**src/rtl/spi_master_ctrl_if.sv**
```systemverilog
// Host-side command/response bus of the SPI master controller.
//   cmd_valid/cmd_ready/cmd_op/cmd_data : command handshake (op + byte)
//   rsp_valid/rsp_data                  : read byte returned by RD_DATA
//   busy                                : frame in progress
// modport master = host side, modport slave = controller side.
interface spi_master_ctrl_if #(
    parameter int unsigned DATA_W = 8
);
    logic              cmd_valid;
    logic              cmd_ready;
    logic [1:0]        cmd_op;
    logic [DATA_W-1:0] cmd_data;
    logic              rsp_valid;
    logic [DATA_W-1:0] rsp_data;
    logic              busy;

    modport master (
        output cmd_valid,
        output cmd_op,
        output cmd_data,
        input  cmd_ready,
        input  rsp_valid,
        input  rsp_data,
        input  busy
    );

    modport slave (
        input  cmd_valid,
        input  cmd_op,
        input  cmd_data,
        output cmd_ready,
        output rsp_valid,
        output rsp_data,
        output busy
    );
endinterface

```
**src/rtl/spi_master_ctrl.sv**
```systemverilog
// Single-lane SPI master for the SPI slave + RAM wrapper.
// Turns a host command {op, byte} into a slave frame: SS_n low, a select bit
// (op[1]), DATA_W+2 payload bits LSB first (op bits last), and for RD_DATA a
// turnaround cycle followed by a DATA_W-bit MISO capture.
// Ports:
//   clk, rst   : system clock, synchronous active-high reset
//   bus        : host command/response interface (slave modport)
//   SS_n       : slave select, active-low (registered)
//   MOSI       : serial data to slave (registered)
//   MISO       : serial data from slave, only sampled while receiving
module spi_master_ctrl #(
    parameter int unsigned GAP_CYCLES = 1,
    parameter int unsigned DATA_W     = 8
) (
    input  logic             clk,
    input  logic             rst,
    spi_master_ctrl_if.slave bus,
    output logic             SS_n,
    output logic             MOSI,
    input  logic             MISO
);

    localparam int unsigned PayW = DATA_W + 2;
    localparam int unsigned GapW = (GAP_CYCLES > 1) ? $clog2(GAP_CYCLES) : 1;

    localparam logic [1:0] OpRdData = 2'b11;

    localparam logic [2:0] StIdle  = 3'd0;
    localparam logic [2:0] StStart = 3'd1;
    localparam logic [2:0] StSel   = 3'd2;
    localparam logic [2:0] StShift = 3'd3;
    localparam logic [2:0] StTurn  = 3'd4;
    localparam logic [2:0] StRecv  = 3'd5;

    logic [2:0]        state_q,     state_d;
    logic [1:0]        op_q,        op_d;
    logic [PayW-1:0]   payload_q,   payload_d;
    logic [3:0]        bit_cnt_q,   bit_cnt_d;
    logic [GapW-1:0]   gap_cnt_q,   gap_cnt_d;
    logic [DATA_W-1:0] rd_shift_q,  rd_shift_d;
    logic              ss_n_q,      ss_n_d;
    logic              mosi_q,      mosi_d;
    logic              busy_q,      busy_d;
    logic              rsp_valid_q, rsp_valid_d;
    logic [DATA_W-1:0] rsp_data_q,  rsp_data_d;

    logic accept;

    // Only combinational output: the gap counter holds off the next frame.
    assign bus.cmd_ready = (state_q == StIdle) && (gap_cnt_q == '0) && !rst;
    assign accept        = bus.cmd_valid && bus.cmd_ready;

    assign SS_n          = ss_n_q;
    assign MOSI          = mosi_q;
    assign bus.busy      = busy_q;
    assign bus.rsp_valid = rsp_valid_q;
    assign bus.rsp_data  = rsp_data_q;

    always_comb begin
        state_d     = state_q;
        op_d        = op_q;
        payload_d   = payload_q;
        bit_cnt_d   = bit_cnt_q;
        gap_cnt_d   = gap_cnt_q;
        rd_shift_d  = rd_shift_q;
        ss_n_d      = ss_n_q;
        mosi_d      = mosi_q;
        busy_d      = busy_q;
        rsp_valid_d = 1'b0;
        rsp_data_d  = rsp_data_q;

        case (state_q)
            StIdle: begin
                if (gap_cnt_q != '0) begin
                    gap_cnt_d = gap_cnt_q - GapW'(1);
                end
                if (accept) begin
                    op_d      = bus.cmd_op;
                    // RD_DATA carries no data byte on the wire.
                    payload_d = {bus.cmd_op,
                                 (bus.cmd_op == OpRdData) ? {DATA_W{1'b0}} : bus.cmd_data};
                    state_d   = StStart;
                    ss_n_d    = 1'b0;
                    mosi_d    = 1'b0;
                    busy_d    = 1'b1;
                end
            end
            StStart: begin
                state_d = StSel;
                mosi_d  = op_q[1];
            end
            StSel: begin
                state_d   = StShift;
                mosi_d    = payload_q[0];
                bit_cnt_d = 4'd1;
            end
            StShift: begin
                if (bit_cnt_q != 4'(PayW)) begin
                    mosi_d    = |(payload_q & (PayW'(1) << bit_cnt_q));
                    bit_cnt_d = bit_cnt_q + 4'd1;
                end else if (op_q == OpRdData) begin
                    state_d = StTurn;
                    mosi_d  = 1'b0;
                end else begin
                    state_d   = StIdle;
                    ss_n_d    = 1'b1;
                    mosi_d    = 1'b0;
                    busy_d    = 1'b0;
                    gap_cnt_d = GapW'(GAP_CYCLES - 1);
                end
            end
            StTurn: begin
                state_d    = StRecv;
                bit_cnt_d  = 4'd0;
                rd_shift_d = '0;
            end
            StRecv: begin
                // DATA_W sampling edges, then one more edge to close the frame.
                if (bit_cnt_q != 4'(DATA_W)) begin
                    rd_shift_d = rd_shift_q | (DATA_W'(MISO) << bit_cnt_q);
                    bit_cnt_d  = bit_cnt_q + 4'd1;
                end else begin
                    state_d     = StIdle;
                    ss_n_d      = 1'b1;
                    mosi_d      = 1'b0;
                    busy_d      = 1'b0;
                    rsp_valid_d = 1'b1;
                    rsp_data_d  = rd_shift_q;
                    gap_cnt_d   = GapW'(GAP_CYCLES - 1);
                end
            end
            default: begin
                state_d = StIdle;
                ss_n_d  = 1'b1;
                mosi_d  = 1'b0;
                busy_d  = 1'b0;
            end
        endcase
    end

    always_ff @(posedge clk) begin
        if (rst) begin
            state_q     <= StIdle;
            op_q        <= 2'b00;
            payload_q   <= '0;
            bit_cnt_q   <= 4'd0;
            gap_cnt_q   <= '0;
            rd_shift_q  <= '0;
            ss_n_q      <= 1'b1;
            mosi_q      <= 1'b0;
            busy_q      <= 1'b0;
            rsp_valid_q <= 1'b0;
            rsp_data_q  <= '0;
        end else begin
            state_q     <= state_d;
            op_q        <= op_d;
            payload_q   <= payload_d;
            bit_cnt_q   <= bit_cnt_d;
            gap_cnt_q   <= gap_cnt_d;
            rd_shift_q  <= rd_shift_d;
            ss_n_q      <= ss_n_d;
            mosi_q      <= mosi_d;
            busy_q      <= busy_d;
            rsp_valid_q <= rsp_valid_d;
            rsp_data_q  <= rsp_data_d;
        end
    end

endmodule

```
**src/flat_wrapper.sv**
```systemverilog
// flat-port wrapper written by rule: the top's interface ports become plain ports
module spi_master_ctrl_flat 
#(
    parameter int unsigned GAP_CYCLES = 1,
    parameter int unsigned DATA_W     = 8
)
  (clk, rst, SS_n, MOSI, MISO, bus_cmd_valid, bus_cmd_op, bus_cmd_data, bus_cmd_ready, bus_rsp_valid, bus_rsp_data, bus_busy);
  spi_master_ctrl_if #(.DATA_W(DATA_W)) bus_i ();
  input  logic clk;
  input  logic rst;
  output logic SS_n;
  output logic MOSI;
  input  logic MISO;
  input wire logic [$bits(bus_i.cmd_valid)-1:0] bus_cmd_valid;
  input wire logic [$bits(bus_i.cmd_op)-1:0] bus_cmd_op;
  input wire logic [$bits(bus_i.cmd_data)-1:0] bus_cmd_data;
  output wire logic [$bits(bus_i.cmd_ready)-1:0] bus_cmd_ready;
  output wire logic [$bits(bus_i.rsp_valid)-1:0] bus_rsp_valid;
  output wire logic [$bits(bus_i.rsp_data)-1:0] bus_rsp_data;
  output wire logic [$bits(bus_i.busy)-1:0] bus_busy;
  assign bus_i.cmd_valid = bus_cmd_valid;
  assign bus_i.cmd_op = bus_cmd_op;
  assign bus_i.cmd_data = bus_cmd_data;
  assign bus_cmd_ready = bus_i.cmd_ready;
  assign bus_rsp_valid = bus_i.rsp_valid;
  assign bus_rsp_data = bus_i.rsp_data;
  assign bus_busy = bus_i.busy;
  spi_master_ctrl #(.GAP_CYCLES(GAP_CYCLES), .DATA_W(DATA_W)) u_core (.clk(clk), .rst(rst), .bus(bus_i), .SS_n(SS_n), .MOSI(MOSI), .MISO(MISO));
endmodule
```
**config.mk**
```make
export PLATFORM = sky130hd
export DESIGN_NAME = spi_master_ctrl_flat
export DESIGN_NICKNAME = d
export VERILOG_FILES = /design/src/rtl/spi_master_ctrl_if.sv /design/src/rtl/spi_master_ctrl.sv /design/src/flat_wrapper.sv
export SDC_FILE = /design/constraint.sdc
export NUM_CORES = 1
export LEC_CHECK = 0
export CORE_MARGIN = 3
export CORE_UTILIZATION = 25
export CTS_CLUSTER_SIZE = 30
export DETAILED_ROUTE_END_ITERATION = 10
export DONT_BUFFER_PORTS = 1
export SLEW_MARGIN = 20
export SYNTH_ARGS = -nofsm -noshare
export SYNTH_HDL_FRONTEND = slang
export SYNTH_SLANG_ARGS = --single-unit
export TNS_END_PERCENT = 20
```
**constraint.sdc**
```tcl
create_clock -name clk -period 1.8 [get_ports clk]
set_input_delay 0.09 -clock clk [delete_from_list [all_inputs] [get_ports clk]]
set_output_delay 0.09 -clock clk [all_outputs]
set_load 0.02 [all_outputs]
```
### Word level (Yosys, flattened, before mapping)

Cells that the tools add are included.

* output and inout bits: 13
* register bits after elaboration: 40

* reduce and logical (&&, ||, !) cells: 19
* bitwise operators: 7
* shift-type cells: 2
* multiplexer cells: 26
* add/sub/neg operators: 2
* eq/ne operators: 15

Operators with widths (number)
* 3-bit case mux with 6 select lines: 1
* 8-bit two-way mux: 2
* 4-bit case mux with 4 select lines: 1
* 8-bit case mux with 2 select lines: 1
* 3-bit two-way mux: 4
* 1-bit two-way mux: 11
* 10-bit bitwise AND: 1
* 10-bit OR reduction: 1
* 1-bit by 4-bit << shifter with 10-bit output (first input constant): 1
* 3-bit AND reduction: 3
* 4-bit two-way mux: 2
* 4-bit inequality test (second input constant): 2
* 8-bit bitwise OR: 1
* 1-bit case mux with 4 select lines: 2
* 1-bit by 4-bit << shifter with 8-bit output: 1
* 3-bit by 2-bit equality test with 1-bit output (second input constant): 2
* 3-bit equality test (second input constant): 2
* 2-bit by 1-bit inequality test with 1-bit output (second input constant): 3
* 2-bit inequality test (second input constant): 3
* 1-bit case mux with 6 select lines: 1
* 2-bit AND reduction: 3
* 1-bit inverter: 5
* 5-bit AND reduction: 1
* 4-bit by 1-bit adder with 4-bit output (second input constant): 1
* 13 further kinds: 16

### Depth between registers and ports, before layout

* word-level depth: 6
* mapped depth: 6

### Least setup slack after synthesis

Ideal clock, no wire load.

* path type: flip-flop to flip-flop
* start: register u_core.bit_cnt_q[0]
* end: register u_core.mosi_q (netlist: u_core.MOSI)
* clock period less this slack: 1.704 ns
* setup time: 0.074 ns
* data arrival time: 1.629 ns
* required time: 1.726 ns
* slack: 0.096 ns
* cell stages (with the launch flop): 7
* buffers on the path: 0
* cell sequence: dfxtp_1 > inv_1 > ha_1 > nand3b_1 > or3b_4 > a21bo_1 > a31oi_1

* longest elaborated chain between the ends: 5

RTL lines
* start: declaration: RTL line spi_master_ctrl.sv:38 `logic [3:0] bit_cnt_q, bit_cnt_d;`
* start signal: assignment: RTL line spi_master_ctrl.sv:158 `bit_cnt_q <= bit_cnt_d;`
* 1-bit by 4-bit << shifter with 10-bit output: RTL line spi_master_ctrl.sv:99 `mosi_d = |(payload_q & (PayW'(1) << bit_cnt_q));`
* 10-bit bitwise AND: RTL line spi_master_ctrl.sv:99
* 10-bit OR reduction: RTL line spi_master_ctrl.sv:99
* 1-bit two-way mux: RTL line spi_master_ctrl.sv:98 `if (bit_cnt_q != 4'(PayW)) begin`
* 1-bit case mux with 6 select lines: RTL line spi_master_ctrl.sv:72 `case (state_q)`
* end signal: assignment: RTL line spi_master_ctrl.sv:162 `mosi_q <= mosi_d;`
* end: declaration: RTL line spi_master_ctrl.sv:42 `logic mosi_q, mosi_d;`

Parallel ways exist; a longest one is shown, timed or not.
A chain may end at the register's enable or synchronous reset.

### Final worst setup path

* start: register u_core.bit_cnt_q[0]
* end: register u_core.bit_cnt_q[0]

* longest elaborated chain between the ends: 3

RTL lines
* 4-bit by 1-bit adder with 4-bit output (tied with other cells): RTL line spi_master_ctrl.sv:100, spi_master_ctrl.sv:121
* 4-bit two-way mux (tied with other cells): RTL line spi_master_ctrl.sv:119 `if (bit_cnt_q != 4'(DATA_W)) begin`
* 4-bit case mux with 4 select lines or 3-bit AND reduction (tied branches)

Parallel ways exist; a longest one is shown, timed or not. The select of a mux whose other input is x is not followed.

==> flow_summary.ini <==
[layout]
commonest_non_fill_non_tap_cell_in_the_layout = sky130_fd_sc_hd__dfxtp_1
fin_nets = 229
diodes = 0
layoutNonFillerInstCount = 287
drive_above_1_share = 0.133
final_cell_mix = sky130_fd_sc_hd__dfxtp_1 (37), sky130_fd_sc_hd__a21oi_1 (27), sky130_fd_sc_hd__nand2_1 (22), sky130_fd_sc_hd__nor2_1 (21), sky130_fd_sc_hd__dlygate4sd3_1 (11)
areaGrowthSynthToFinish_pct = 18.9

[timing]
max_slew.worst_pin.slew_ns = 1.09
min_period_ns = 1.67
fmax_mhz = 600
hold_ws_ns = 0.130
finClkSkew_ns = 0.00510
timing.setup.tns_ns = 0
final.period_utilization = 0.926
final_critical_path_setup_slack_ns = 0.133
report.final.setup_viol = 0
report.final.hold_viol_count = 0
tightest_slew_margin_relative_to_the_limit = 0.273
final-max-slew-violation-count = 0
grt_setup_unrepaired = false

[routing]
post_drt_wl_per_cell_um = 13.5
remaining_drc_errors = 0
route.final.wire_length_um = 3860
antenna_violating_nets_post_route = 0
routed-via-count = 1397
firstDrtPassIters = 4
routed_via_density = 4.87
detail_route.iter0.violations = 136

[synthesis]
yosysWarningCount = 0
per_instance_average_area_after_synthesis_um2 = 8.71
synth.ff_latch_count = 37
synthesis.area_um2 = 1710
synth.lib_cells_used.distinct = 38
synth_sequential_area_ratio = 0.434
synthFlopType = sky130_fd_sc_hd__dfxtp_1
edff_count_synth = 0
ys_async_sr_fraction = 0
synth_nets = 216
postSynthCellCount = 196

[clock_tree]
cts_setup_buffers = 0
clock_insertion_delay_worst_skew_ns = 0.29
clock_sinks = 37
clock_path_buffers = 2
clock_tree.htree_level_count = 2
clkSlewWorstSetupHoldPaths_ns = 0.08
cts_tree = yes
cts-buffers-inserted = 5
clock-root-buffer = sky130_fd_sc_hd__clkbuf_8

[place]
dpl.hpwl_um = 2710
place.detailed.instances = 268
io_buffers = 0
routabilityCongestion = 0.777
place_worst_setup_slack_ns = 0.137

[worst_setup_path]
timing.rr.end = u_core.bit_cnt_q[0]
critical_path.startpoint = u_core.bit_cnt_q[0]
timing.critical_path.to_type = register
critical_path_class = register to register
timing.critical_path.fanout_max = 7
critPathLaunchType = register
critical_path_arrival_ns = 1.86
required_ns = 1.99
rr_startpoint = u_core.bit_cnt_q[0]
ff2ff_setup_slack_ns = 0.13
reg2regPathDepth = 6

[grt]
grt_remaining_overflow = 0
track_usage = 0.107
grt_antenna_before_repair = 0
first_global_vias = 1355
grt_max_degree = 29
grt_pass1_wl_um = 6580

[hold_path]
whs_endpoint = u_core.state_q[0]
hold_path_start = bus_cmd_valid
hold_path.class = input port to register
worstHoldPathCells = 3

[power]
pwr_density_cell_nw_per_um2 = 855
power.static_leakage_nw = 0.726
design_power_total_mw = 1.74
vdd_drop_max_mv = 0.416

[status]
run_status = complete, no violations

[die]
design.die.area_um2 = 7850
floorplan.initialDensity = 0.263
top_level_ports = 27
die_h_um = 88.6
area_of_the_core_um2 = 6490
dieWidth_um = 88.6
rows = 29

[flow_run]
maxCapViolations = 0
==> synthesized netlist by cell type (4+ instances only) <==
library cell,n,area share
sky130_fd_sc_hd__dfxtp_1,37,0.43
sky130_fd_sc_hd__a21oi_1,27,0.079
sky130_fd_sc_hd__nand2_1,22,0.048
sky130_fd_sc_hd__nor2_1,21,0.046
sky130_fd_sc_hd__nand3_1,9,0.026
sky130_fd_sc_hd__mux2i_1,8,0.047
sky130_fd_sc_hd__ha_1,6,0.044
sky130_fd_sc_hd__clkbuf_1,5,0.011
sky130_fd_sc_hd__inv_1,5,0.011
sky130_fd_sc_hd__nand3b_1,5,0.022
sky130_fd_sc_hd__a31oi_1,4,0.015
sky130_fd_sc_hd__o21ai_0,4,0.012
==> per-layer routing <==
layer / share of wire / GRT usage
met1: 0.46 / 0.140
met2: 0.47 / 0.167
met3: 0.054 / 0.0307
met4: 0.014 / 0.0371
met5: 0 / 0
==> per-stage QoR <==
step	cell area [µm²]	utilization
floorplan	1710	-
global placement	1800	0.277
detailed placement	1800	0.277
CTS	2030	0.312
global route	2030	0.312
finish	2030	0.312
==> worst max-delay path by stage <==
| stage | depth (start not counted) | slack, ns | end |
|---|---|---|---|
| 5_1_grt | 5 | 0.002 | u_core.MOSI |
| 4_1_cts | 8 | 0.1 | u_core.bus.rsp_data[0] |
| 3_5_place_dp | 6 | 0.14 | u_core.bus.busy |
| 3_3_place_gp | 6 | 0.17 | u_core.bus.busy |
| 6_report | 6 | 0.13 | u_core.bit_cnt_q[0] |
| 2_1_floorplan | 6 | 0.1 | u_core.MOSI |
==> cell type report <==
type,instances,area (µm²)
Clock buffer,5,68.8
Clock inverter,3,46.3
Fill cell,668,4470
Inverter,6,22.5
Multi-Input combinational cell,142,887
Sequential cell,37,741
Tap cell,77,96.3
Timing Repair Buffer,17,168
==> logic make-up (layout without fill, tap and decap cells) <==
| family | Yosys count | after routing | synth area share |
|---|---|---|---|
| and+or+nand+nor | 78 | 78 | 0.241 |
| AOI/OAI and AO/OA | 48 | 48 | 0.172 |
| DFF | 37 | 37 | 0.434 |
| buffers and inverters | 17 | 31 | 0.0484 |
| muxes | 10 | 10 | 0.0601 |
| adders and majority gates | 6 | 6 | 0.0440 |
==> critical path, cell delays in order, from the launching register on <==
cell and delay (ns):
sky130_fd_sc_hd__dfxtp_1 0.33, sky130_fd_sc_hd__inv_1 0.08, sky130_fd_sc_hd__ha_1 0.26, sky130_fd_sc_hd__and4b_1 0.23
sky130_fd_sc_hd__o22ai_2 0.30, sky130_fd_sc_hd__a21oi_1 0.12, sky130_fd_sc_hd__a311oi_1 0.25
==> sequential cells by signal (all words and copies together) (netlist names) <==
register and flops:
u_core.rd_shift_q 8, u_core.bit_cnt_q 4, u_core.bus.busy 1, u_core.MOSI 1
u_core.state_q 3, u_core.bus.rsp_data 8, u_core.SS_n 1, u_core.bus.rsp_valid 1
u_core.payload_q 10
==> repair_timing <==
item | CTS | global route
hold endpoints to repair | 29 | 0
endpoints found under the setup margin | 0 | 15
resized for setup | 0 | 3
hold buffers | 11 | 0
==> where the power goes <==
group | switching (mW) | internal, mW
Sequential | 0.0340 | 0.840
Clock | 0.298 | 0.414
Combinational | 0.0861 | 0.0632
Total | 0.418 | 1.32
No activity file was read; power rests on OpenSTA's default activity.
